### config.mk
export PLATFORM = sky130hd
export DESIGN_NAME = uart_tx_datapath_flat
export DESIGN_NICKNAME = d
export VERILOG_FILES = /design/src/rtl/uart_pkg.sv /design/src/rtl/uart_tx_datapath_if.sv /design/src/rtl/uart_parity_calc.sv /design/src/rtl/uart_tx_datapath.sv /design/src/flat_wrapper.sv
export SDC_FILE = /design/constraint.sdc
export NUM_CORES = 1
export LEC_CHECK = 0
export BUFFER_PORTS_ARGS = -buffer_cell sky130_fd_sc_hd__buf_2
export CAP_MARGIN = 20
export CORE_ASPECT_RATIO = 0.8
export CORE_MARGIN = 1.5
export CORE_UTILIZATION = 40
export CTS_BUF_LIST = sky130_fd_sc_hd__clkbuf_4 sky130_fd_sc_hd__clkbuf_8
export DETAILED_ROUTE_END_ITERATION = 10
export PLACE_DENSITY = 0.61
export SYNTH_ARGS = -nofsm -noshare
export SYNTH_HDL_FRONTEND = slang
export SYNTH_SLANG_ARGS = --single-unit
### constraint.sdc
create_clock -name clk -period 1.73 [get_ports clk]
set_input_delay 0.346 -clock clk [delete_from_list [all_inputs] [get_ports clk]]
set_output_delay 0.346 -clock clk [all_outputs]
set_load 0.03 [all_outputs]
### src/rtl/uart_pkg.sv
// uart_pkg: encodings and defaults shared by the UART TX FSM, the TX datapath
// and the RX parity checker.
//   mux_sel_e          - line-select encoding driven by the TX FSM
//   PAR_EVEN / PAR_ODD - parity_type encodings
//   DEFAULT_DATA_W     - default data word width
package uart_pkg;

  localparam int unsigned DEFAULT_DATA_W = 8;
  localparam int unsigned MUX_W          = 2;

  typedef enum logic [MUX_W-1:0] {
    MUX_STOP  = 2'b00,
    MUX_START = 2'b01,
    MUX_DATA  = 2'b10,
    MUX_PAR   = 2'b11
  } mux_sel_e;

  localparam logic PAR_EVEN = 1'b0;
  localparam logic PAR_ODD  = 1'b1;

endpackage : uart_pkg

### src/rtl/uart_tx_datapath_if.sv
// uart_tx_datapath_if: link between the UART TX control FSM and its datapath.
//   data_in/valid/parity_en/parity_type - word offer from the host side
//   busy/ser_en/mux_sel                 - FSM controls
//   ser_done                            - datapath -> FSM, last data bit now
//   tx_out                              - registered serial line
// master: FSM/host side, slave: datapath side.
interface uart_tx_datapath_if
  import uart_pkg::*;
#(
  parameter int unsigned DATA_W = DEFAULT_DATA_W
) ();

  logic [DATA_W-1:0] data_in;
  logic              valid;
  logic              parity_en;
  logic              parity_type;
  logic              busy;
  logic              ser_en;
  mux_sel_e          mux_sel;
  logic              ser_done;
  logic              tx_out;

  modport master (
    output data_in, valid, parity_en, parity_type, busy, ser_en, mux_sel,
    input  ser_done, tx_out
  );

  modport slave (
    input  data_in, valid, parity_en, parity_type, busy, ser_en, mux_sel,
    output ser_done, tx_out
  );

endinterface : uart_tx_datapath_if

### src/rtl/uart_parity_calc.sv
// uart_parity_calc: combinational parity over DATA_W bits, shared by TX and RX.
//   data        - word to protect
//   parity_type - PAR_EVEN / PAR_ODD
//   parity_c    - parity bit making the total number of ones even/odd
module uart_parity_calc
  import uart_pkg::*;
#(
  parameter int unsigned DATA_W = DEFAULT_DATA_W
) (
  input  logic [DATA_W-1:0] data,
  input  logic              parity_type,
  output logic              parity_c
);

  assign parity_c = (parity_type == PAR_ODD) ? ~^data : ^data;

endmodule : uart_parity_calc

### src/rtl/uart_tx_datapath.sv
// uart_tx_datapath: byte capture, LSB-first serializer, parity and registered
// line mux for the UART transmitter. One bit per clk.
//   clk - system clock, rising edge
//   rst - synchronous active-low reset
//   bus - uart_tx_datapath_if.slave (FSM controls in, ser_done/tx_out out)
module uart_tx_datapath
  import uart_pkg::*;
#(
  parameter int unsigned DATA_W = DEFAULT_DATA_W
) (
  input logic               clk,
  input logic               rst,
  uart_tx_datapath_if.slave bus
);

  localparam int unsigned     CNT_W    = (DATA_W > 1) ? $clog2(DATA_W) : 1;
  localparam logic [CNT_W-1:0] CNT_LAST = CNT_W'(DATA_W - 1);

  logic [DATA_W-1:0] shift_reg;
  logic [CNT_W-1:0]  bit_cnt;
  logic              parity_bit;
  logic              tx_q;

  logic              load_en_c;
  logic              last_bit_c;
  logic              parity_c;
  logic              line_c;

  // parity_en and busy are consumed by the FSM only
  logic unused_fsm_flags;
  assign unused_fsm_flags = bus.parity_en ^ bus.busy;

  // Stop and idle share MUX_STOP, so back-to-back words load during stop
  assign load_en_c  = bus.valid && (bus.mux_sel == MUX_STOP) && !bus.ser_en;
  assign last_bit_c = (bit_cnt == CNT_LAST);

  uart_parity_calc #(
    .DATA_W (DATA_W)
  ) u_parity (
    .data        (bus.data_in),
    .parity_type (bus.parity_type),
    .parity_c    (parity_c)
  );

  // Line select for the next registered tx_out value
  always_comb begin
    line_c = 1'b1;
    case (bus.mux_sel)
      MUX_STOP:  line_c = 1'b1;
      MUX_START: line_c = 1'b0;
      MUX_DATA:  line_c = shift_reg[0];
      MUX_PAR:   line_c = parity_bit;
      default:   line_c = 1'b1;
    endcase
  end

  // Capture, shift, bit count and registered line
  always_ff @(posedge clk) begin
    if (!rst) begin
      shift_reg  <= '0;
      bit_cnt    <= '0;
      parity_bit <= 1'b0;
      tx_q       <= 1'b1;
    end else begin
      if (load_en_c) begin
        shift_reg  <= bus.data_in;
        parity_bit <= parity_c;
      end else if (bus.ser_en) begin
        shift_reg  <= shift_reg >> 1;
      end

      // Counter only runs across a contiguous ser_en burst
      if (bus.ser_en) begin
        bit_cnt <= last_bit_c ? '0 : bit_cnt + CNT_W'(1);
      end else begin
        bit_cnt <= '0;
      end

      tx_q <= line_c;
    end
  end

  assign bus.ser_done = bus.ser_en && last_bit_c;
  assign bus.tx_out   = tx_q;

endmodule : uart_tx_datapath

### src/flat_wrapper.sv
// flat-port wrapper written by rule: the top's interface ports become plain ports
module uart_tx_datapath_flat import uart_pkg::*;
#(
  parameter int unsigned DATA_W = DEFAULT_DATA_W
)
  (clk, rst, bus_data_in, bus_valid, bus_parity_en, bus_parity_type, bus_busy, bus_ser_en, bus_mux_sel, bus_ser_done, bus_tx_out);
  uart_tx_datapath_if #(.DATA_W(DATA_W)) bus_i ();
  input logic clk;
  input logic rst;
  input wire logic [$bits(bus_i.data_in)-1:0] bus_data_in;
  input wire logic [$bits(bus_i.valid)-1:0] bus_valid;
  input wire logic [$bits(bus_i.parity_en)-1:0] bus_parity_en;
  input wire logic [$bits(bus_i.parity_type)-1:0] bus_parity_type;
  input wire logic [$bits(bus_i.busy)-1:0] bus_busy;
  input wire logic [$bits(bus_i.ser_en)-1:0] bus_ser_en;
  input wire logic [$bits(bus_i.mux_sel)-1:0] bus_mux_sel;
  output wire logic [$bits(bus_i.ser_done)-1:0] bus_ser_done;
  output wire logic [$bits(bus_i.tx_out)-1:0] bus_tx_out;
  assign bus_i.data_in = bus_data_in;
  assign bus_i.valid = bus_valid;
  assign bus_i.parity_en = bus_parity_en;
  assign bus_i.parity_type = bus_parity_type;
  assign bus_i.busy = bus_busy;
  assign bus_i.ser_en = bus_ser_en;
  assign bus_i.mux_sel = bus_mux_sel;
  assign bus_ser_done = bus_i.ser_done;
  assign bus_tx_out = bus_i.tx_out;
  uart_tx_datapath #(.DATA_W(DATA_W)) u_core (.clk(clk), .rst(rst), .bus(bus_i));
endmodule
==> flow_summary.yaml, run 1 <==
status:
  status: "complete, no violations"
cts:
  post_cts_resized: 0
  clkSlewWorstSetupHoldPaths_ns: 0.08
  cts_buffer_depth: 2
  cts-root-buf: "clkbuf_4"
  cts_tree: "yes"
  clock-sinks: 13
  cts.htree.levels: 1
  insertion_delay_ns: 0.27
  cts_made_buffers: 3
  postCtsSetupBuffers: 0
  hold_buffers: 0
detailed_routing:
  drt-initial-drc-count: 3
  drcViolationCount: 0
  drt_wl_total_um: 1180
  drtAntennaViolNets: 0
  vias_per_cell: 4.75
  dr.pass1.iters: 3
  wl_per_cell_um: 10.7
  vias: 522
sta:
  maxSlewHeadroom_pct: 75.9
  fin_skew_ns: 0.000305
  whs_ns: 0.355
  rsz0062_at_grt: "no"
  setup-violations-final: 0
  layout_setup_ws_ns: 0.0651
  max_freq_ghz: 0.601
  tightest_slew_ns: 0.357
  fin_crit_ns: 1.66
  hold_viol: 0
  finalSetupTns_ns: 0
  drv_slew: 0
  fin_crit_sh_pct: 96.2
place:
  post-place-ws_ns: 0.278
  place_area_um2: 762
  hpwl_um: 909
  dp_cells: 106
  port_buffers: 16
  finalWeightedCongestion: 0.701
grt:
  grt_usage_pct: 14.9
  antenna_found_initial: 0
  first_global_vias: 476
  grt_first_pass_wirelength_um: 2050
  grt_max_degree: 19
  gr-total-overflow: 0
setup_path:
  path_cells: "ha_1, ha_1, and2_1, buf_2"
  cp-end-kind: "output port"
  arrival_ns: 1.32
  path_buf_inv: 1
  criticalPathCategory: "flop to output port"
  critPathMaxStageDelay_ns: 0.33
  crit_family: "adder cells"
  cp_max_fo: 3
  startpoint_type: "flop"
  crit_top_cell: "ha_1"
  slowest_stage: "dfxtp_1"
  crit_required_ns: 1.38
final_layout:
  largest_reg_flops: 8
  syn_to_final_growth_pct: 18.5
  antenna_cells: 0
  final_common_cell: "buf_2"
  final_nets: 109
  final_core_util_pct: 53.8
  layoutNonFillerInstCount: 110
  final_area_um2: 792
  drive_gt1_share_pct: 24.7
  mostFrequentLayoutCells: "buf_2 (16), dfxtp_1 (13), and2_1 (10), nand2_1 (10)"
logic_synthesis:
  synth_top_area_cell: "dfxtp_1"
  synth_fp_nets: 91
  ys_warn_count: 0
  synth_area_per_cell_um2: 9.28
  synth_seq_cells: 13
  synth_area_leaders: "dfxtp_1 (39%), mux2i_1 (12%), and2_1 (9.4%)"
  synth.distinct_cells: 19
  yosysTopAreaCellShare_pct: 39.0
  synthesis.instances: 72
  ys_seq_area_share_pct: 39.0
  netlist_area_um2: 668
power_and_ir_drop:
  power_mw: 0.609
  power_density_nw_per_um2: 769
  vdd_drop_max_mv: 0.561
  p_leak_nw: 0.341
die:
  io_pins: 19
  core_um2: 1470
  die-area_um2: 1930
  num_rows: 12
  dieWidth_um: 48.7
  die_y_um: 39.6
  initial_core_util_pct: 45.4
hold_path:
  hold_path_class: "primary input to flop"
flow_run:
  maxCapViolCount: 0
-- power breakdown --
group / internal [mW] / total [mW] / switching, mW
clock: 0.105 / 0.206 / 0.101
sequential: 0.308 / 0.312 / 0.00374
combinational: 0.0480 / 0.0917 / 0.0437
total: 0.461 / 0.609 / 0.149
-- Yosys cell counts (all sizes together) --
cell    instances
dfxtp          13
and2           10
nand2          10
mux2i           8
o21ai           8
nor3b           4
nor2            3
xnor2           3
buf             2
clkbuf          2
ha              2
xor2            2
a211o           1
a21boi          1
nor3            1
nor4b           1
xnor3           1
-- final cells by class --
type | count | area [µm²]
fill | 162 | 679
multi-input combinational | 55 | 388
sequential | 13 | 260
timing repair buffer | 17 | 87.6
clock buffer | 4 | 30.0
tap | 21 | 26.3
-- final timing paths --
path	startpoint	end	slack [ns]	depth (start not counted)
hold reg to reg	u_core.bit_cnt[0]	u_core.bit_cnt[0]	0.46	1
setup / recovery	u_core.bit_cnt[0]	bus_ser_done	0.07	4
setup reg to reg	u_core.bit_cnt[0]	u_core.bit_cnt[1]	0.69	4
hold / removal	rst	u_core.bus.tx_out	0.35	2
-- routing by layer --
metal / part of all wire, % / GRT usage, % / up-vias
met3: 5.6 / 6.87 / 2
met5: 0 / 0 / -
li1: - / - / 278
met1: 52 / 17.1 / 228
met2: 42 / 25.3 / 14
met4: 0.34 / 4.29 / 0
-- kinds of logic after synthesis --
kind of cell	count (synthesis)	synth area share (%)
buffers and inverters	4	3.00
multiplexers	8	12.0
AND/OR/NAND/NOR	29	24.0
adder cells (fa/ha/maj)	2	3.74
XOR/XNOR	6	9.93
AO/OA/AOI/OAI	10	8.43
flip-flops	13	39.0
No activity file was read; power rests on OpenSTA's default activity.
==> run 2: changes to the inputs <==
BUFFER_PORTS_ARGS = -buffer_cell sky130_fd_sc_hd__clkbuf_2   (was -buffer_cell sky130_fd_sc_hd__buf_2)
CTS_BUF_LIST = sky130_fd_sc_hd__clkbuf_8   (was sky130_fd_sc_hd__clkbuf_4 sky130_fd_sc_hd__clkbuf_8)
==> run 2 against run 1 <==
Effect of this change: sequential power about the same; via count down 2.3%; clock-buffer cell count down 1; worst setup slack better by 0.061 ns; total power up 9.2%; fmax up 3.8%; utilization up 1.5 points; register-to-register slack better by 0.02 ns; critical endpoint unchanged; largest power group unchanged.
==> flow_summary.yaml, run 2 (synthesis results as in run 1) <==
final_layout:
  syn_to_final_growth_pct: 21.9
  final_core_util_pct: 55.4
  largest_reg_flops: 8
  antenna_cells: 0
  layoutNonFillerInstCount: 111
  final_area_um2: 815
  mostFrequentLayoutCells: "clkbuf_2 (16), dfxtp_1 (13), and2_1 (10), nand2_1 (10)"
  drive_gt1_share_pct: 24.4
  final_nets: 110
  final_common_cell: "clkbuf_2"
detailed_routing:
  dr.pass1.iters: 2
  drcViolationCount: 0
  drtAntennaViolNets: 0
  drt-initial-drc-count: 5
  drt_wl_total_um: 1120
  wl_per_cell_um: 10.1
  vias_per_cell: 4.59
  vias: 510
setup_path:
  crit_path_end: "bus_ser_done"
  arrival_ns: 1.26
  criticalPathCategory: "flop to output port"
  crit_required_ns: 1.38
  ff2ff_path_depth: 4
  rr_endpoint: "u_core.bit_cnt[2]"
  cp-end-kind: "output port"
  startpoint_type: "flop"
  r2r_start: "u_core.bit_cnt[0]"
  r2r_setup_slack_ns: 0.71
  cp-startpoint: "u_core.bit_cnt[0]"
  cp_max_fo: 3
cts:
  post_cts_resized: 0
  cts_buffer_depth: 2
  cts-root-buf: "clkbuf_8"
  insertion_delay_ns: 0.24
  clkSlewWorstSetupHoldPaths_ns: 0.05
  postCtsSetupBuffers: 0
  clock-sinks: 13
  cts_tree: "yes"
  cts.htree.levels: 1
  cts_made_buffers: 3
  hold_buffers: 0
grt:
  antenna_found_initial: 0
  grt_first_pass_wirelength_um: 1970
  busiest_layer: "met2"
  met2_usage_pct: 22.6
  grt_usage_pct: 14.5
  grtUsageMet1_pct: 17.8
  grt_max_degree: 17
  grtUsageMet3_pct: 6.87
  first_global_vias: 462
  gr-total-overflow: 0
hold_path:
  hold_path_class: "primary input to flop"
  holdPathStages: 2
power_and_ir_drop:
  power_density_nw_per_um2: 817
  power_mw: 0.665
  p_leak_nw: 0.357
  vdd_drop_max_mv: 0.510
sta:
  hold_viol: 0
  rsz0062_at_grt: "no"
  maxSlewHeadroom_pct: 75.1
  whs_ns: 0.410
  tightest_slew_ns: 0.368
  fin_crit_sh_pct: 92.7
  drv_slew: 0
  fin_crit_ns: 1.60
  fin_skew_ns: 0.00105
  finalSetupTns_ns: 0
  layout_setup_ws_ns: 0.126
  max_freq_ghz: 0.623
  setup-violations-final: 0
die:
  dieWidth_um: 48.7
  core_um2: 1470
  io_pins: 19
  num_rows: 12
  die_y_um: 39.6
  initial_core_util_pct: 45.4
  die-area_um2: 1930
status:
  status: "complete, no violations"
place:
  place_area_um2: 769
  hpwl_um: 861
  dp_cells: 107
  port_buffers: 16
  finalWeightedCongestion: 0.699
  post-place-ws_ns: 0.284
flow_run:
  maxCapViolCount: 0
run 2: how the worst min path moves through the flow:
stage / slack, ns / end / from
2_1_floorplan: 0.41 / u_core.bit_cnt[0] / u_core.bit_cnt[0]
3_5_place_dp: 0.43 / u_core.bit_cnt[0] / u_core.bit_cnt[0]
5_1_grt: 0.44 / u_core.bus.tx_out / rst
3_3_place_gp: 0.43 / u_core.bit_cnt[0] / u_core.bit_cnt[0]
6_report: 0.41 / u_core.bus.tx_out / rst
4_1_cts: 0.41 / u_core.bus.tx_out / bus_mux_sel[0]
run 2: metal layers:
layer / wire [µm] / vias to the layer above / share of wire (%)
li1: - / 276 / -
met1: 579 / 218 / 52
met2: 447 / 14 / 40
met3: 78 / 2 / 7.0
met4: 13 / 0 / 1.2
met5: 0 / - / 0
run 2: area by class of cell:
class,instances,area [µm²]
fillers,159,657
multi-input cells,55,388
flip-flops and latches,13,260
repair buffers,18,95.1
clock buffers,3,41.3
well taps,21,26.3
clock inverters,1,3.75
run 2: critical path, cell delays in order, from the launching register on:
cell and delay [ns]:
dfxtp_1 0.31, ha_1 0.19, ha_1 0.20, and2_1 0.14
clkbuf_2 0.17
run 2: power breakdown:
| part | total [mW] | internal, mW | switching (mW) |
|---|---|---|---|
| clock | 0.260 | 0.156 | 0.103 |
| combinational | 0.0933 | 0.0494 | 0.0439 |
| sequential | 0.312 | 0.309 | 0.00360 |
